==> config.mk <==
export PLATFORM = sky130hd
export DESIGN_NAME = exu_branch_jump_unit
export DESIGN_NICKNAME = d
export VERILOG_FILES = /design/src/rtl/exu_branch_jump_unit.sv
export SDC_FILE = /design/constraint.sdc
export NUM_CORES = 1
export LEC_CHECK = 0
export CAP_MARGIN = 20
export CORE_MARGIN = 5
export CORE_UTILIZATION = 40
export DETAILED_ROUTE_END_ITERATION = 8
export PLACE_DENSITY = 0.66
export SETUP_SLACK_MARGIN = 0.5
export SYNTH_ARGS = -nofsm -noshare
export SYNTH_HDL_FRONTEND = slang
export SYNTH_SLANG_ARGS = --single-unit
==> constraint.sdc <==
create_clock -name hclk -period 5.6 [get_ports hclk]
set_clock_uncertainty 0.05 [all_clocks]
set_input_delay 0.56 -clock hclk [delete_from_list [all_inputs] [get_ports hclk]]
set_output_delay 0.56 -clock hclk [all_outputs]
set_load 0.05 [all_outputs]
==> src/rtl/exu_branch_jump_unit.sv <==
// exu_branch_jump_unit: execute-stage resolver for JAL, JALR and the six RV32 branches.
// Optional macro MISALIGN_TRAP_EN: taken targets with bit 1 set trap instead of redirecting.
module exu_branch_jump_unit #(
    parameter int XLEN            = 32,
    parameter int PC_LAG          = 8,
    parameter int PIPE_DEPTH      = 2,
    parameter int REDIRECT_CYCLES = 2,
    parameter int FLUSH_W         = 2
) (
    input  logic               hclk,
    input  logic               hrst,
    input  logic               start,
    input  logic               kill,
    input  logic [2:0]         op,
    input  logic [4:0]         dec_rd,
    input  logic [4:0]         dec_rs1,
    input  logic [4:0]         dec_rs2,
    input  logic [11:0]        dec_imm_i,
    input  logic [20:0]        dec_imm_j,
    input  logic [12:0]        dec_imm_b,
    input  logic [XLEN-1:0]    pc,
    output logic               busy,
    output logic               done,
    output logic [4:0]         reg_raddr_1,
    output logic               reg_ren_1,
    input  logic [XLEN-1:0]    reg_rdata_1,
    output logic [4:0]         reg_raddr_2,
    output logic               reg_ren_2,
    input  logic [XLEN-1:0]    reg_rdata_2,
    output logic [4:0]         reg_waddr,
    output logic               reg_wen,
    output logic [XLEN-1:0]    reg_wdata,
    output logic               pc_write,
    output logic [XLEN-1:0]    pc_wdata,
    output logic [FLUSH_W-1:0] flush,
`ifdef MISALIGN_TRAP_EN
    output logic               misalign,
    output logic [XLEN-1:0]    misalign_addr,
`endif
    output logic               taken
);

    localparam logic [2:0] OP_JAL  = 3'd0;
    localparam logic [2:0] OP_JALR = 3'd1;
    localparam logic [2:0] OP_BEQ  = 3'd2;
    localparam logic [2:0] OP_BNE  = 3'd3;
    localparam logic [2:0] OP_BLT  = 3'd4;
    localparam logic [2:0] OP_BGE  = 3'd5;
    localparam logic [2:0] OP_BLTU = 3'd6;
    localparam int CNT_W = (REDIRECT_CYCLES > 1) ? $clog2(REDIRECT_CYCLES) : 1;

    typedef enum logic [2:0] {S_IDLE, S_READ, S_EVAL, S_WB, S_REDIR, S_DONE} state_t;

    state_t              r_state, w_next;
    logic [CNT_W-1:0]    r_cnt;
    logic [2:0]          r_op;
    logic [4:0]          r_rd, r_rs1, r_rs2;
    logic [11:0]         r_imm_i;
    logic [20:0]         r_imm_j;
    logic [12:0]         r_imm_b;
    logic [XLEN-1:0]     r_pc_real, r_target;
    logic                r_taken, r_redir;
    logic [FLUSH_W-1:0]  r_flush;
`ifdef MISALIGN_TRAP_EN
    logic                r_misalign;
`endif

    logic [XLEN-1:0]     w_sx_i, w_sx_j, w_sx_b, w_target, w_d, w_k;
    logic                w_taken, w_inrange;

    assign w_sx_i = {{(XLEN-12){r_imm_i[11]}}, r_imm_i};
    assign w_sx_j = {{(XLEN-21){r_imm_j[20]}}, r_imm_j};
    assign w_sx_b = {{(XLEN-13){r_imm_b[12]}}, r_imm_b};

    // EVAL datapath: direction, target and distance from the executing PC
    always_comb begin
        w_taken = 1'b1;
        case (r_op)
            OP_BEQ:  w_taken = (reg_rdata_1 == reg_rdata_2);
            OP_BNE:  w_taken = (reg_rdata_1 != reg_rdata_2);
            OP_BLT:  w_taken = ($signed(reg_rdata_1) <  $signed(reg_rdata_2));
            OP_BGE:  w_taken = ($signed(reg_rdata_1) >= $signed(reg_rdata_2));
            OP_BLTU: w_taken = (reg_rdata_1 <  reg_rdata_2);
            3'd7:    w_taken = (reg_rdata_1 >= reg_rdata_2);
            default: w_taken = 1'b1;
        endcase
        case (r_op)
            OP_JAL:  w_target = r_pc_real + w_sx_j;
            OP_JALR: w_target = (reg_rdata_1 + w_sx_i) & {{(XLEN-1){1'b1}}, 1'b0};
            default: w_target = w_taken ? (r_pc_real + w_sx_b) : (r_pc_real + XLEN'(4));
        endcase
        w_d       = w_target - r_pc_real;
        w_k       = w_d >> 2;
        // Targets landing on an already-fetched younger slot need no redirect
        w_inrange = (w_d[1:0] == 2'b00) && (w_k >= XLEN'(1)) && (w_k <= XLEN'(PIPE_DEPTH));
    end

    always_ff @(posedge hclk) begin
        if (r_state == S_IDLE && start) begin
            r_op      <= op;
            r_rd      <= dec_rd;
            r_rs1     <= dec_rs1;
            r_rs2     <= dec_rs2;
            r_imm_i   <= dec_imm_i;
            r_imm_j   <= dec_imm_j;
            r_imm_b   <= dec_imm_b;
            r_pc_real <= pc - XLEN'(PC_LAG);
        end
        if (r_state == S_EVAL) begin
            r_taken  <= w_taken;
            r_target <= w_target;
            r_redir  <= !w_inrange;
            r_flush  <= w_inrange ? FLUSH_W'(w_k - XLEN'(1)) : FLUSH_W'(PIPE_DEPTH);
`ifdef MISALIGN_TRAP_EN
            r_misalign <= w_taken && w_target[1];
`endif
        end
    end

    always_ff @(posedge hclk or posedge hrst) begin
        if (hrst) begin
            r_state <= S_IDLE;
            r_cnt   <= '0;
        end else begin
            r_state <= w_next;
            r_cnt   <= (r_state == S_REDIR && w_next == S_REDIR) ? r_cnt + 1'b1 : '0;
        end
    end

    always_comb begin
        w_next = r_state;
        case (r_state)
            S_IDLE:  if (start) w_next = S_READ;
            S_READ:  w_next = S_EVAL;
`ifdef MISALIGN_TRAP_EN
            S_EVAL:  w_next = (w_taken && w_target[1]) ? S_DONE : S_WB;
`else
            S_EVAL:  w_next = S_WB;
`endif
            S_WB:    w_next = S_REDIR;
            S_REDIR: if (r_cnt == CNT_W'(REDIRECT_CYCLES - 1)) w_next = S_DONE;
            S_DONE:  w_next = S_IDLE;
            default: w_next = S_IDLE;
        endcase
        if (kill && r_state != S_IDLE) w_next = S_IDLE;
    end

    always_comb begin
        busy        = (r_state != S_IDLE);
        done        = (r_state == S_DONE);
        reg_ren_1   = (r_state == S_READ) && (r_op != OP_JAL);
        reg_raddr_1 = reg_ren_1 ? r_rs1 : 5'd0;
        reg_ren_2   = (r_state == S_READ) && (r_op >= OP_BEQ);
        reg_raddr_2 = reg_ren_2 ? r_rs2 : 5'd0;
        reg_wen     = (r_state == S_WB) && (r_op <= OP_JALR) && (r_rd != 5'd0);
        reg_waddr   = reg_wen ? r_rd : 5'd0;
        reg_wdata   = reg_wen ? (r_pc_real + XLEN'(4)) : '0;
        pc_write    = (r_state == S_REDIR) && r_redir;
        pc_wdata    = pc_write ? r_target : '0;
        flush       = (r_state == S_REDIR) ? r_flush : '0;
        taken       = (r_state == S_WB || r_state == S_REDIR || r_state == S_DONE) && r_taken;
`ifdef MISALIGN_TRAP_EN
        misalign      = (r_state == S_DONE) && r_misalign;
        misalign_addr = misalign ? r_target : '0;
        if (misalign) flush = FLUSH_W'(PIPE_DEPTH);
`endif
    end

endmodule

Word level (Yosys, flattened, before mapping)
Cells that the tools add are included.

word-level totals
  register bits after elaboration = 136
  latch bits = 0
  memory bits (writable) = 0
  ROM bits = 0
  bits of input ports = 164
  output and inout bits = 88
  word-level logic and storage cells = 79
  memories kept = 0

operators by class
  $add $sub $neg = 8
  multiply operators = 0
  divide/modulo/power cells = 0
  magnitude comparators = 8
  equality and inequality tests = 15
  shift operators = 0
  multiplexer cells = 14
  bitwise logic cells = 0
  reduce and logical (&&, ||, !) cells = 20

operator list
  cell                     count
  $add A32 B32 Y32         3
  $mux W32                 3
  $ge A32 B32 Y1           2
  $lt A32 B32 Y1           2
  $pmux W32 S2             1
  $add A32 B3 Y32 const B  1
  $eq A32 B32 Y1           1
  $ne A32 B32 Y1           1
  $sub A32 B32 Y32         1
  $sub A32 B4 Y32 const B  1
  $ge A30 B1 Y1 const B    1
  $le A30 B2 Y1 const B    1
  $eq A3 B3 Y1 const B     7
  $mux W5                  3
  $pmux W3 S5              1
  $eq A3 B2 Y1 const B     4
  $logic_and A1 B1 Y1      11
  $mux W3                  3
  $eq A3 B1 Y1 const B     2
  $logic_not A3 Y1         2
  $pmux W1 S6              1
  $reduce_bool A3 Y1       2
  $reduce_bool A5 Y1       1
  $ge A3 B2 Y1 const B     1
  other kinds (8)          9

Depth between registers and ports, before layout
Gate-level depths: netlist of run 1.

  depth in word-level cells = 9
  mapped depth = 29

Worst setup path before layout of run 1
OpenSTA, ideal clock, no wires.

  path kind = input to register
  start = input port reg_rdata_2[1]
  end = register r_flush[1], data pin
  data arrival time = 6.070 ns
  data required time = 5.273 ns
  slack = -0.797 ns
  stages on the path = 27
  buffers on the path = 2
  cells stage by stage = inv_1 > ha_1 > nor2b_1 > o211a_1 > o211ai_1 > a31oi_1 > or4_1 > a32oi_1 > nor2_1 > clkbuf_1 > clkbuf_1 > mux2i_1 > a21oi_1 > ha_1 > nor2b_1 > o21ai_0 > xor2_1 > ha_1 > o22ai_1 > a2111oi_0 > o211ai_1 > nor4_1 > nand4_1 > nor4_1 > nand4_1 > nor4_2 > o211ai_1

between the ends
  cells in the longest elaborated chain, start to end = 8

ends and longest elaborated chain
  element                                                   RTL line  source
  start: declaration                                        29        input logic [XLEN-1:0] reg_rdata_2,
  $ge A32 B32 Y1, or another cell as far along              84        3'd7: w_taken = (reg_rdata_1 >= reg_rdata_2);
  $pmux W1 S6 (*)                                           78        case (r_op)
  $mux W32 (*)                                              90        default: w_target = w_taken ? (r_pc_real + w_sx_b) : (r_pc_real + XLEN'(4));
  $pmux W32 S2 (*)                                          87        case (r_op)
  net w_target[1]                                           68        logic [XLEN-1:0] w_sx_i, w_sx_j, w_sx_b, w_target, w_d, w_k;
  $sub A32 B32 Y32 (*)                                      92        w_d = w_target - r_pc_real;
  $ge A30 B1 Y1 / $logic_not A2 Y1 (equally long branches)  95        w_inrange = (w_d[1:0] == 2'b00) && (w_k >= XLEN'(1)) && (w_k <= XLEN'(PIPE_DEPTH));
  $logic_and A1 B1 Y1 (2 in series)                         95
  end signal: assignment                                    113       r_flush <= w_inrange ? FLUSH_W'(w_k - XLEN'(1)) : FLUSH_W'(PIPE_DEPTH);
  end: declaration                                          63        logic [FLUSH_W-1:0] r_flush;

Mark *: on every way through the listed nets, which the timed path passes. The rest lies on a longest branch.
A chain may end at the register's enable or synchronous reset.

Worst setup path in the final report of run 1
  start = register r_pc_real[6]
  end = register r_flush[1], data pin

between the ends
  cells in the longest elaborated chain, start to end = 7

ends and longest elaborated chain
  element                                                     RTL line  source
  start: declaration                                          61        logic [XLEN-1:0] r_pc_real, r_target;
  start signal: assignment                                    107       r_pc_real <= pc - XLEN'(PC_LAG);
  $add A32 B3 Y32 / $add A32 B32 Y32 (equally long branches)  90
  $mux W32                                                    90
  $pmux W32 S2 (*)                                            87
  net w_target[13]                                            68
  $sub A32 B32 Y32 (*)                                        92
  $ge A30 B1 Y1                                               95
  $logic_and A1 B1 Y1                                         95
  $logic_and A1 B1 Y1 (*)                                     95

Marks and branches as above.

==> summary.md, run 1 <==
| Metric | Value |
|---|---|
| Critical path's largest stage delay | `between 0.5 and 0.6 ns` |
| # diodes | `0` |
| Detailed-route via count | `~15,000` |
| Clock buffer depth | `2` |
| Buffers on Ports | `between 200 and 300` |
| Failing checks | `negative setup slack` |
| Routed vias/inst | `approximately 5.5` |
| Post-synthesis register bit count | `roughly 140` |
| Synth cell types | `86` |
| Fin util | `63.8%` |
| Routed wire length | `between 50 and 60 mm` |
| Dpl ws | `-1.24 ns` |
| Max-slew violations | `0` |
| Design Area, Final | `22,100 µm²` |
| Post-layout nets | `around 2,600` |
| Setup ws final | `-0.356 ns` |
| Placed cells | `~2,700` |
| CP Class | `flop to flop` |
| Crit path capture type | `flop` |
| Worst-path maximum fanout | `6` |
| Die width | `~200 µm` |
| Complex-gate fraction of the synthesized area | `around a quarter` |
| H-tree Lvls | `4` |
| Final GP Congestion | `a little under 1` |
| CTS tree | `built` |
| Crit path DAT | `just over 6 ns` |
| Hold Crit Class | `input port to asynchronous set/reset pin` |
| First-pass GRT wire length | `82.4 mm` |
| Post-synthesis cell count | `about 1,600` |
| Total Power Consumption | `around 12,000 µW` |
| Multi-input logic area | `between 10,000 and 15,000 µm²` |
| Max_slew headroom | `between 30% and 40%` |
| Measured slew at the worst slew-check pin | `between 0.9 and 1 ns` |
| Initial DRC count | `between 900 and 1,000` |
| VDD IR max | `between 0.3 and 0.4 mV` |
| RSZ-0062 raised after global routing | `true` |
| Leak | `0.00956 µW` |
| Non-Filler Instances | `approximately 2,800` |
| Largest net degree at the start of global routing | `80` |
| Final min period | `just under 6 ns` |
| Remaining global-route overflow | `0` |
| Mapped cell area | `around 14,000 µm²` |
| Yosys warns | `0` |
| Vias in the first global route | `roughly 16,000` |
| CTS Buf Count | `17` |
| Root Buffer | `clkbuf_16` |
| Area share of xor/xnor cells in the synthesized design | `between 8 and 9%` |
| Post-route DRC | `0` |
| Core area | `between 30,000 and 40,000 µm²` |
| Post-synth top area cell | `edfxtp_1` |
| Post-synth EDFFs | `between 100 and 150` |
| Post-synthesis simple-gate area fraction | `about a fifth` |
| Share of layout cells above drive strength 1 | `between 30% and 40%` |
| Syn-to-layout area delta | `56.4%` |
| PD cells | `roughly 560 nW/µm²` |
| Post-DP HPWL | `43.3 mm` |
| Syn_nets | `1,965` |
| Status | `finished with violations` |
| Total GRT Usage | `~27%` |
| Top Family by Delay on Critical Path | `compound AO/OA/AOI/OAI gates` |
| Top post-synthesis cells by area | `edfxtp_1 (28%), ha_1 (14%), xnor2_1 (5.4%)` |
| Worst-path clk slew | `~0.06 ns` |
| Initial antenna violation count | `0` |
| Dominant synthesized flop cell | `edfxtp_1` |
| Avg Inst Size Synth | `slightly below 9 µm²` |
| Fin. Hold Viols | `0` |
| Max frequency | `approximately 170 MHz` |
| Final setup violation count | `3` |
| Placed inst area | `between 20,000 and 25,000 µm²` |
| WL/cell | `19.4 µm` |
| Fin crit share | `106%` |
| Worst Setup Start Kind | `flop` |
| Slowest library cell on the worst path | `or4b_4` |
| Register area share after synthesis | `28.7%` |
| Antenna Nets Post-Route | `0` |
| Synth top area share | `between 20 and 30%` |
| Adder-cell share of the synthesized area | `about 15%` |
| Die H | `roughly 200 µm` |
| Register area | `just over 4000 µm²` |
| Initial core utilization | `between 40% and 50%` |
| Largest family of logic cells by synthesized area | `compound AO/OA/AOI/OAI gates` |
| IO Pins | `between 200 and 300` |
| Fillers | `approximately 3,000` |
| Most frequent cells after synthesis | `ha_1 (160), a21oi_1 (143), nor2_1 (136)` |
| Worst path buffer plus inverter count | `1` |
| Critical path cell sequence | `ha_1 -> a2111oi_1 -> o21a_1 -> nor3_2 -> a221o_1 -> buf_4 -> o21a_1 -> nor2_1 -> xnor2_1 -> a211oi_1 -> a31oi_1 -> ha_1 -> o21ai_0 -> o21bai_1 -> or4b_4 -> o2111ai_2 -> nand3_1 -> a2111o_1 -> o31ai_1 -> nand4_1 -> nor4_4 -> o211ai_1` |
| Async S/R FF share, synth | `under 10%` |
| DR pass1 iterations | `7` |
| Max_cap viols | `0` |
| Die ar. | `just under 40,000 µm²` |
| CTS sink count | `136` |
| Clk_lat worst skew | `~0.44 ns` |
| Worst Path Required | `about 5.7 ns` |
| Mux cell area share after synthesis | `1.31%` |
| Row cnt | `68` |
| Top-count cell post-synth | `ha_1` |
-- area by class of cell --
cell class	instances	share of cell area, %
Multi-Input combinational cell	1346	47.8
Clock inverter	11	0.786
Clock buffer	20	1.97
Tap cell	455	2.57
Inverter	114	2.01
Sequential cell	136	18.4
Timing Repair Buffer	706	26.5
-- stage by stage --
| step | hold WS (ns) | TNS, ns |
|---|---|---|
| after floorplan | 0.276 | -0.0680 |
| after detailed placement | 0.392 | -3.59 |
| final | 0.252 | -0.971 |
| after global placement | 0.382 | -3.26 |
| after global routing | 0.275 | -2.01 |
| after CTS | 0.228 | -0.647 |
-- routing by layer --
metal  GRT usage (%)  part of all wire (%)
met1            35.5                    45
met2            44.2                    46
met3            4.42                   6.1
met4            9.51                   2.9
met5               0                     0
-- final timing paths --
path,slack [ns],startpoint,depth (start not counted),to
max in group asynchronous,5.10,hrst,2,r_state[2]$_DFF_PP0_
max,-0.36,r_pc_real[6]$_DFFE_PP_,22,r_flush[1]$_SDFFCE_PN1N_
min in group hclk,0.39,r_cnt$_DFF_PP0_,1,r_cnt$_DFF_PP0_
min,0.25,hrst,2,r_state[0]$_DFF_PP0_
min reg2reg,0.39,r_cnt$_DFF_PP0_,1,r_cnt$_DFF_PP0_
max reg2reg,-0.36,r_pc_real[6]$_DFFE_PP_,22,r_flush[1]$_SDFFCE_PN1N_
-- worst reg2reg max path, delay by kind of cell (launching register included) --
family	cells	cell delay [ns]
xor gates and xnor gates	1	0.09
AOI/OAI and AO/OA	12	2.78
DFF	1	0.46
and+or+nand+nor	6	1.38
adders and majority gates	2	0.74
buffers and inverters	1	0.18
-- state kept, by name (all words and copies together), names as in the netlist, 2 cells and up --
register	flops
r_pc_real	32
r_target	32
r_imm_j	21
r_imm_b	13
r_imm_i	12
r_rd	5
r_rs1	5
r_rs2	5
r_op	3
r_state	3
r_flush	2
-- cells by family (layout without fill, tap and decap cells) --
group,Yosys count,count (layout)
flip-flops,136,136
multiplexers,18,18
AO/OA/AOI/OAI,514,514
adder cells (fa/ha/maj),164,164
AND/OR/NAND/NOR,512,512
XOR/XNOR,138,138
buffers and inverters,155,851
-- power breakdown --
| part | switching, µW | internal, µW | total (µW) |
|---|---|---|---|
| sequential | 150 | 1510 | 1660 |
| clock | 446 | 743 | 1190 |
| combinational | 5030 | 4550 | 9580 |
| total | 5630 | 6800 | 12400 |
-- cells in the final DEF (no fill, tap or decap), types with 23 or more instances in the layout --
cell type / instances
a211oi_1: 25
a21o_1: 47
a21oi_1: 127
and2_1: 31
and3_1: 44
buf_4: 446
clkdlybuf4s50_1: 187
edfxtp_1: 132
ha_1: 121
ha_4: 36
inv_1: 81
inv_2: 27
nand2_1: 94
nand3_1: 36
nor2_1: 130
nor3_1: 36
o211ai_1: 29
o21a_1: 23
o21ai_0: 61
o21ai_1: 25
xnor2_1: 84
xor2_1: 48
-- timing repair --
item | CTS | global route
setup endpoints to repair | 3 | 3
resized for setup | 309 | 50
buffers inserted | 24 | 8
cloned | 1 | 0
pin swaps | 70 | 14
hold buffers | 0 | 0
No activity file was read; power rests on OpenSTA's default activity.
==> inputs of run 2 (changes only) <==
- TNS_END_PERCENT: not set -> 5
==> summary.md, run 2 (synthesis results as in run 1) <==
| Metric | Value |
|---|---|
| Status | `finished with violations (unchanged)` |
| Failing checks | `negative setup slack (unchanged)` |
| CTS Buf Count | `17 (unchanged)` |
| Initial core utilization | `40.8% (unchanged)` |
| Fin crit share | `111% (was 106%)` |
| CTS sink count | `136 (unchanged)` |
| H-tree Lvls | `4 (unchanged)` |
| Flop pwr share | `13.9% (was 13.4%)` |
| Post-layout nets | `2,621 (was 2,649)` |
| Initial DRC count | `893 (was 954)` |
| Hold Crit Class | `input port to asynchronous set/reset pin (unchanged)` |
| DR pass1 iterations | `5 (was 7)` |
| PD cells | `560 nW/µm² (was 562 nW/µm²)` |
| Setup ws final | `-0.614 ns (was -0.356 ns)` |
| Fin. Hold Viols | `0 (unchanged)` |
| Largest regs | `r_pc_real: 32 flops, r_target: 32 flops, r_imm_j: 21 flops (unchanged)` |
| Switching share of power | `45.3% (about the same)` |
| Clk pwr share | `10.0% (was 9.6%)` |
| Initial antenna violation count | `0 (unchanged)` |
| # hold bufs at CTS | `0 (unchanged)` |
| Commonest non-fill, non-tap cell in the layout | `buf_4 (unchanged)` |
| Leak | `0.00932 µW (was 0.00956 µW)` |
| # diodes | `0 (unchanged)` |
| Remaining global-route overflow | `0 (unchanged)` |
| Detailed-route via count | `15,100 (was 15,400)` |
| Final min period | `6.21 ns (was 5.96 ns)` |
| Routed vias/inst | `5.47 (was 5.52)` |
| IO Pins | `252 (unchanged)` |
| TNS Setup | `-1.74 ns (was -0.971 ns)` |
| Root Buffer | `clkbuf_16 (unchanged)` |
| Die H | `198 µm (unchanged)` |
| Measured slew at the worst slew-check pin | `0.917 ns (was 0.924 ns)` |
| RSZ-0062 raised after global routing | `true (unchanged)` |
| Fillers | `3,081 (was 2,960)` |
| Worst-path maximum fanout | `19 (was 6)` |
| Post-route DRC | `0 (unchanged)` |
| Max-slew violations | `0 (unchanged)` |
| Core area | `34,700 µm² (unchanged)` |
| Row cnt | `68 (unchanged)` |
| Total GRT Usage | `26.0% (was 26.8%)` |
| CTS tree | `built (unchanged)` |
| Post-DP HPWL | `43.3 mm (unchanged)` |
| Max_cap viols | `0 (unchanged)` |
| Placed cells | `2,723 (unchanged)` |
| Max_slew headroom | `38.9% (was 38.4%)` |
| Gate power share | `76.1% (was 77.1%)` |
| Largest net degree at the start of global routing | `80 (unchanged)` |
| Int Pwr | `6520 µW (was 6800 µW)` |
| Register area | `4060 µm² (unchanged)` |
| Worst Setup Start Kind | `input port (was flop)` |
| Clock buffer depth | `2 (unchanged)` |
| Worst Path Required | `5.72 ns (about the same)` |
| Clk_lat worst skew | `0.44 ns (about the same)` |
| Share of layout cells above drive strength 1 | `23.5% (was 30.8%)` |
| Final GP Congestion | `0.962 (unchanged)` |
| Buffers on Ports | `251 (unchanged)` |
| Crit path capture type | `flop (unchanged)` |
| Die ar. | `39,200 µm² (unchanged)` |
| Max frequency | `161 MHz (was 168 MHz)` |
| Non-Filler Instances | `2,760 (was 2,788)` |
| VDD IR max | `0.327 mV (was 0.331 mV)` |
| Syn-to-layout area delta | `50.6% (was 56.4%)` |
| Antenna Nets Post-Route | `0 (unchanged)` |
| Die width | `198 µm (unchanged)` |
| Commonest non-fill, non-tap cells in the layout | `buf_4 (423), clkdlybuf4s50_1 (244), ha_1 (147), a21oi_1 (139) (was buf_4 (446), clkdlybuf4s50_1 (187), edfxtp_1 (132), nor2_1 (130), a21oi_1 (127))` |
| WL/cell | `19.0 µm (was 19.4 µm)` |
| CP Class | `input port to flop (was flop to flop)` |
| Sw power | `5400 µW (was 5630 µW)` |
| Final setup violation count | `3 (unchanged)` |
| First-pass GRT wire length | `80.3 mm (was 82.4 mm)` |
| Multi-input logic area | `9880 µm² (was 10,600 µm²)` |
| Crit path DAT | `6.34 ns (was 6.08 ns)` |
| Vias in the first global route | `15,100 (was 15,500)` |
| Routed wire length | `52.3 mm (was 54.0 mm)` |
| Worst-path clk slew | `0.06 ns (about the same)` |
run 2: power groups by stage:
stage	Clock, µW	Sequential [µW]	Combinational (µW)
floorplan	0	1670	4800
global placement	0	1670	8610
detailed placement	0	1670	8680
CTS	1220	1650	8770
global route	1250	1680	9860
finish	1190	1660	9080
run 2: metal layers:
metal	wire [µm]	track usage [%]
met5	0	0
met4	1470	8.85
met3	3110	3.90
met2	23800	42.7
met1	24000	35.3
run 2: what timing repair did:
action | in CTS | in global routing
resized for setup | 14 | 21
pin swaps | 6 | 7
setup endpoints to repair | 3 | 3
buffers inserted | 3 | 2
run 2: worst paths after layout:
check / cells after the start / startpoint / slack, ns / endpoint
max: 25 / reg_rdata_2[13] / -0.61 / r_flush[1]$_SDFFCE_PN1N_
min: 2 / hrst / 0.25 / r_state[0]$_DFF_PP0_
max reg2reg: 25 / r_pc_real[0]$_DFFE_PP_ / -0.48 / r_flush[1]$_SDFFCE_PN1N_
min reg2reg: 1 / r_cnt$_DFF_PP0_ / 0.39 / r_cnt$_DFF_PP0_
max in group asynchronous: 2 / hrst / 5.10 / r_state[2]$_DFF_PP0_
min in group hclk: 1 / r_cnt$_DFF_PP0_ / 0.39 / r_cnt$_DFF_PP0_
run 2: layout make-up:
class                   count  area share (%)
clock buffers              20            2.05
clock inverters            11           0.816
inverters                 114            2.05
multi-input cells        1346            46.3
flip-flops and latches    136            19.1
well taps                 455            2.67
repair buffers            678            27.0
run 2: worst max-delay path: stages:
cell             delay, ns
clkdlybuf4s50_1       0.46
inv_1                 0.06
ha_4                  0.27
nand4_1               0.12
nor4_1                0.37
buf_4                 0.17
nand4_1               0.14
or3b_4                0.42
a32oi_4               0.28
nor2_4                0.09
buf_12                0.17
buf_12                0.15
a211oi_1              0.22
a31oi_1               0.10
ha_1                  0.40
o21ai_1               0.15
a2111oi_4             0.41
a211oi_1              0.13
a211o_1               0.35
a21boi_2              0.21
nor4_1                0.10
a2111oi_2             0.36
nand4_1               0.22
nor4_4                0.29
o211ai_1              0.13
run 2: through the flow:
stage,power (µW),cell area (µm²),hold slack (ns),worst slack [ns],utilization [%]
after floorplan,6470,14400,0.276,-0.0508,-
after global placement,10300,20500,0.382,-1.13,59.1
after detailed placement,10300,20500,0.392,-1.24,59.1
after CTS,11600,21200,0.228,-0.712,61.0
after global routing,12800,21300,0.274,-0.922,61.4
final,11900,21300,0.251,-0.614,61.4
==> inputs of run 3 (changes only) <==
- GPL_ROUTABILITY_DRIVEN: not set -> 0
==> summary.md, run 3 (synthesis results as in run 1) <==
| Metric | Value |
|---|---|
| Worst Setup Start Kind | `input port (unchanged)` |
| TNS Setup | `-0.868 ns (was -1.74 ns)` |
| Die H | `198 µm (unchanged)` |
| Largest net degree at the start of global routing | `81 (was 80)` |
| Hold Crit Class | `input port to asynchronous set/reset pin (unchanged)` |
| CP Class | `input port to flop (unchanged)` |
| VDD IR max | `0.418 mV (was 0.327 mV)` |
| Reg-to-Reg Start | `r_pc_real[0]$_DFFE_PP_ (unchanged)` |
| Commonest non-fill, non-tap cells in the layout | `buf_4 (380), clkdlybuf4s50_1 (187), edfxtp_1 (132), nor2_1 (126), a21oi_1 (124) (was buf_4 (423), clkdlybuf4s50_1 (244), ha_1 (147), a21oi_1 (139))` |
| Initial antenna violation count | `0 (unchanged)` |
| IO Pins | `252 (unchanged)` |
| Remaining global-route overflow | `0 (unchanged)` |
| Total Power Consumption | `12,300 µW (was 11,900 µW)` |
| Int Pwr | `6660 µW (was 6520 µW)` |
| Antenna Nets Post-Route | `0 (unchanged)` |
| Clk pwr share | `9.6% (was 10.0%)` |
| Measured slew at the worst slew-check pin | `1.09 ns (was 0.917 ns)` |
| Worst r2r path cells | `24 (was 25)` |
| Syn-to-layout area delta | `54.2% (was 50.6%)` |
| # hold bufs at CTS | `0 (unchanged)` |
| Placed inst area | `20,000 µm² (was 20,500 µm²)` |
| CTS Buf Count | `17 (unchanged)` |
| Max-slew violations | `0 (unchanged)` |
| Crit path capture type | `flop (unchanged)` |
| Crit path to | `r_flush[1]$_SDFFCE_PN1N_ (unchanged)` |
| Fin. Hold Viols | `0 (unchanged)` |
| Status | `finished with violations (unchanged)` |
| Vias in the first global route | `15,100 (about the same)` |
| Leak | `0.00928 µW (was 0.00932 µW)` |
| Post-layout nets | `2,585 (was 2,621)` |
| Failing checks | `negative setup slack (unchanged)` |
| Die width | `198 µm (unchanged)` |
| Initial core utilization | `40.8% (unchanged)` |
| Worst-path maximum fanout | `6 (was 19)` |
| Worst Path Required | `5.73 ns (was 5.72 ns)` |
| First-pass GRT wire length | `79.3 mm (was 80.3 mm)` |
| Final min period | `5.91 ns (was 6.21 ns)` |
| Post-route DRC | `0 (unchanged)` |
| Worst Setup SP | `reg_rdata_1[15] (was reg_rdata_2[13])` |
| Total GRT Usage | `25.4% (was 26.0%)` |
| Clk_lat worst skew | `0.45 ns (was 0.44 ns)` |
| Reg-to-reg slack, setup | `-0.25 ns (was -0.48 ns)` |
| PD cells | `566 nW/µm² (was 560 nW/µm²)` |
| Routed wire length | `51.9 mm (was 52.3 mm)` |
| Clock buffer depth | `2 (unchanged)` |
| Max_cap viols | `0 (unchanged)` |
| Gate power share | `76.8% (was 76.1%)` |
| Sw power | `5680 µW (was 5400 µW)` |
| RSZ-0062 raised after global routing | `true (unchanged)` |
| Root Buffer | `clkbuf_16 (unchanged)` |
| Crit path DAT | `6.04 ns (was 6.34 ns)` |
| Buffers on Ports | `251 (unchanged)` |
| Die ar. | `39,200 µm² (unchanged)` |
| Detailed-route via count | `15,300 (was 15,100)` |
| Largest regs | `r_pc_real: 32 flops, r_target: 32 flops, r_imm_j: 21 flops (unchanged)` |
| DR pass1 iterations | `5 (unchanged)` |
| Final setup violation count | `3 (unchanged)` |
| Max_slew headroom | `27.5% (was 38.9%)` |
| Routed vias/inst | `5.61 (was 5.47)` |
| # diodes | `0 (unchanged)` |
| CTS tree | `built (unchanged)` |
| Flop pwr share | `13.5% (was 13.9%)` |
| CTS sink count | `136 (unchanged)` |
| Share of layout cells above drive strength 1 | `29.6% (was 23.5%)` |
| Non-Filler Instances | `2,725 (was 2,760)` |
| Core area | `34,700 µm² (unchanged)` |
| Setup ws final | `-0.311 ns (was -0.614 ns)` |
| Placed cells | `2,660 (was 2,723)` |
| RR Endpoint | `r_flush[1]$_SDFFCE_PN1N_ (unchanged)` |
| WL/cell | `19.0 µm (about the same)` |
| Post-DP HPWL | `41.0 mm (was 43.3 mm)` |
| H-tree Lvls | `4 (unchanged)` |
| Commonest non-fill, non-tap cell in the layout | `buf_4 (unchanged)` |
| Row cnt | `68 (unchanged)` |
| Worst-path clk slew | `0.06 ns (about the same)` |
| Max frequency | `169 MHz (was 161 MHz)` |
| Fin crit share | `106% (was 111%)` |
| Design Area, Final | `21,800 µm² (was 21,300 µm²)` |
| Initial DRC count | `1,258 (was 893)` |
| Switching share of power | `46.0% (was 45.3%)` |
[run 3: through the flow]
stage	hold WS [ns]	worst slack (ns)	utilization [%]
floorplan	0.276	-0.0508	-
global placement	0.379	-1.07	57.7
detailed placement	0.378	-1.28	57.7
CTS	0.218	-0.298	61.3
global route	0.256	-0.531	62.9
finish	0.237	-0.311	62.9
[run 3: layout make-up]
type / instances / area, µm²
clock inverters: 15 / 188
repair buffers: 642 / 5420
fillers: 2888 / 12900
inverters: 114 / 440
well taps: 455 / 569
flip-flops and latches: 136 / 4060
clock buffers: 17 / 425
multi-input cells: 1346 / 10700
[run 3: worst min path at each step]
stage / start / end / slack [ns] / depth (start not counted)
4_1_cts: hrst / r_cnt$_DFF_PP0_ / 0.22 / 2
5_1_grt: hrst / r_cnt$_DFF_PP0_ / 0.26 / 2
3_3_place_gp: r_cnt$_DFF_PP0_ / r_cnt$_DFF_PP0_ / 0.38 / 1
6_report: hrst / r_cnt$_DFF_PP0_ / 0.24 / 2
3_5_place_dp: r_cnt$_DFF_PP0_ / r_cnt$_DFF_PP0_ / 0.38 / 1
2_1_floorplan: hrst / r_cnt$_DFF_PP0_ / 0.28 / 1
[run 3: timing repair]
item | in CTS | in global routing
setup buffers | 18 | 12
endpoints found under the setup margin | 3 | 3
pin swaps | 86 | 81
gates cloned | 0 | 2
resized for setup | 303 | 86
endpoints found under the hold margin | 0 | 0
[run 3: critical path, cell delays in order]
cell             delay (ns)
clkdlybuf4s15_2        0.21
ha_4                   0.16
nor3_1                 0.27
o211ai_1               0.20
a31oi_2                0.22
a31oi_4                0.12
or4_4                  0.56
a32oi_4                0.29
nor2_4                 0.12
buf_6                  0.16
buf_12                 0.13
a211oi_2               0.23
a31oi_1                0.10
ha_1                   0.37
o21ai_2                0.18
o21bai_2               0.09
or4b_4                 0.59
o211ai_1               0.22
a21oi_2                0.10
a221oi_2               0.27
xnor2_1                0.10
a211o_1                0.30
nor4_4                 0.32
o211ai_1               0.15
[run 3: metal layers]
| metal | part of all wire [%] | GRT usage [%] |
|---|---|---|
| met1 | 43 | 33.6 |
| met3 | 7.3 | 3.56 |
| met5 | 0 | 0 |
| met2 | 46 | 42.4 |
| met4 | 3.7 | 9.18 |
[run 3: power by group through the flow]
stage / clock network, µW / logic, µW / registers [µW]
floorplan: 0 / 4800 / 1670
global placement: 0 / 8140 / 1680
detailed placement: 0 / 8260 / 1680
CTS: 1210 / 8670 / 1670
global route: 1250 / 10200 / 1690
finish: 1190 / 9480 / 1670
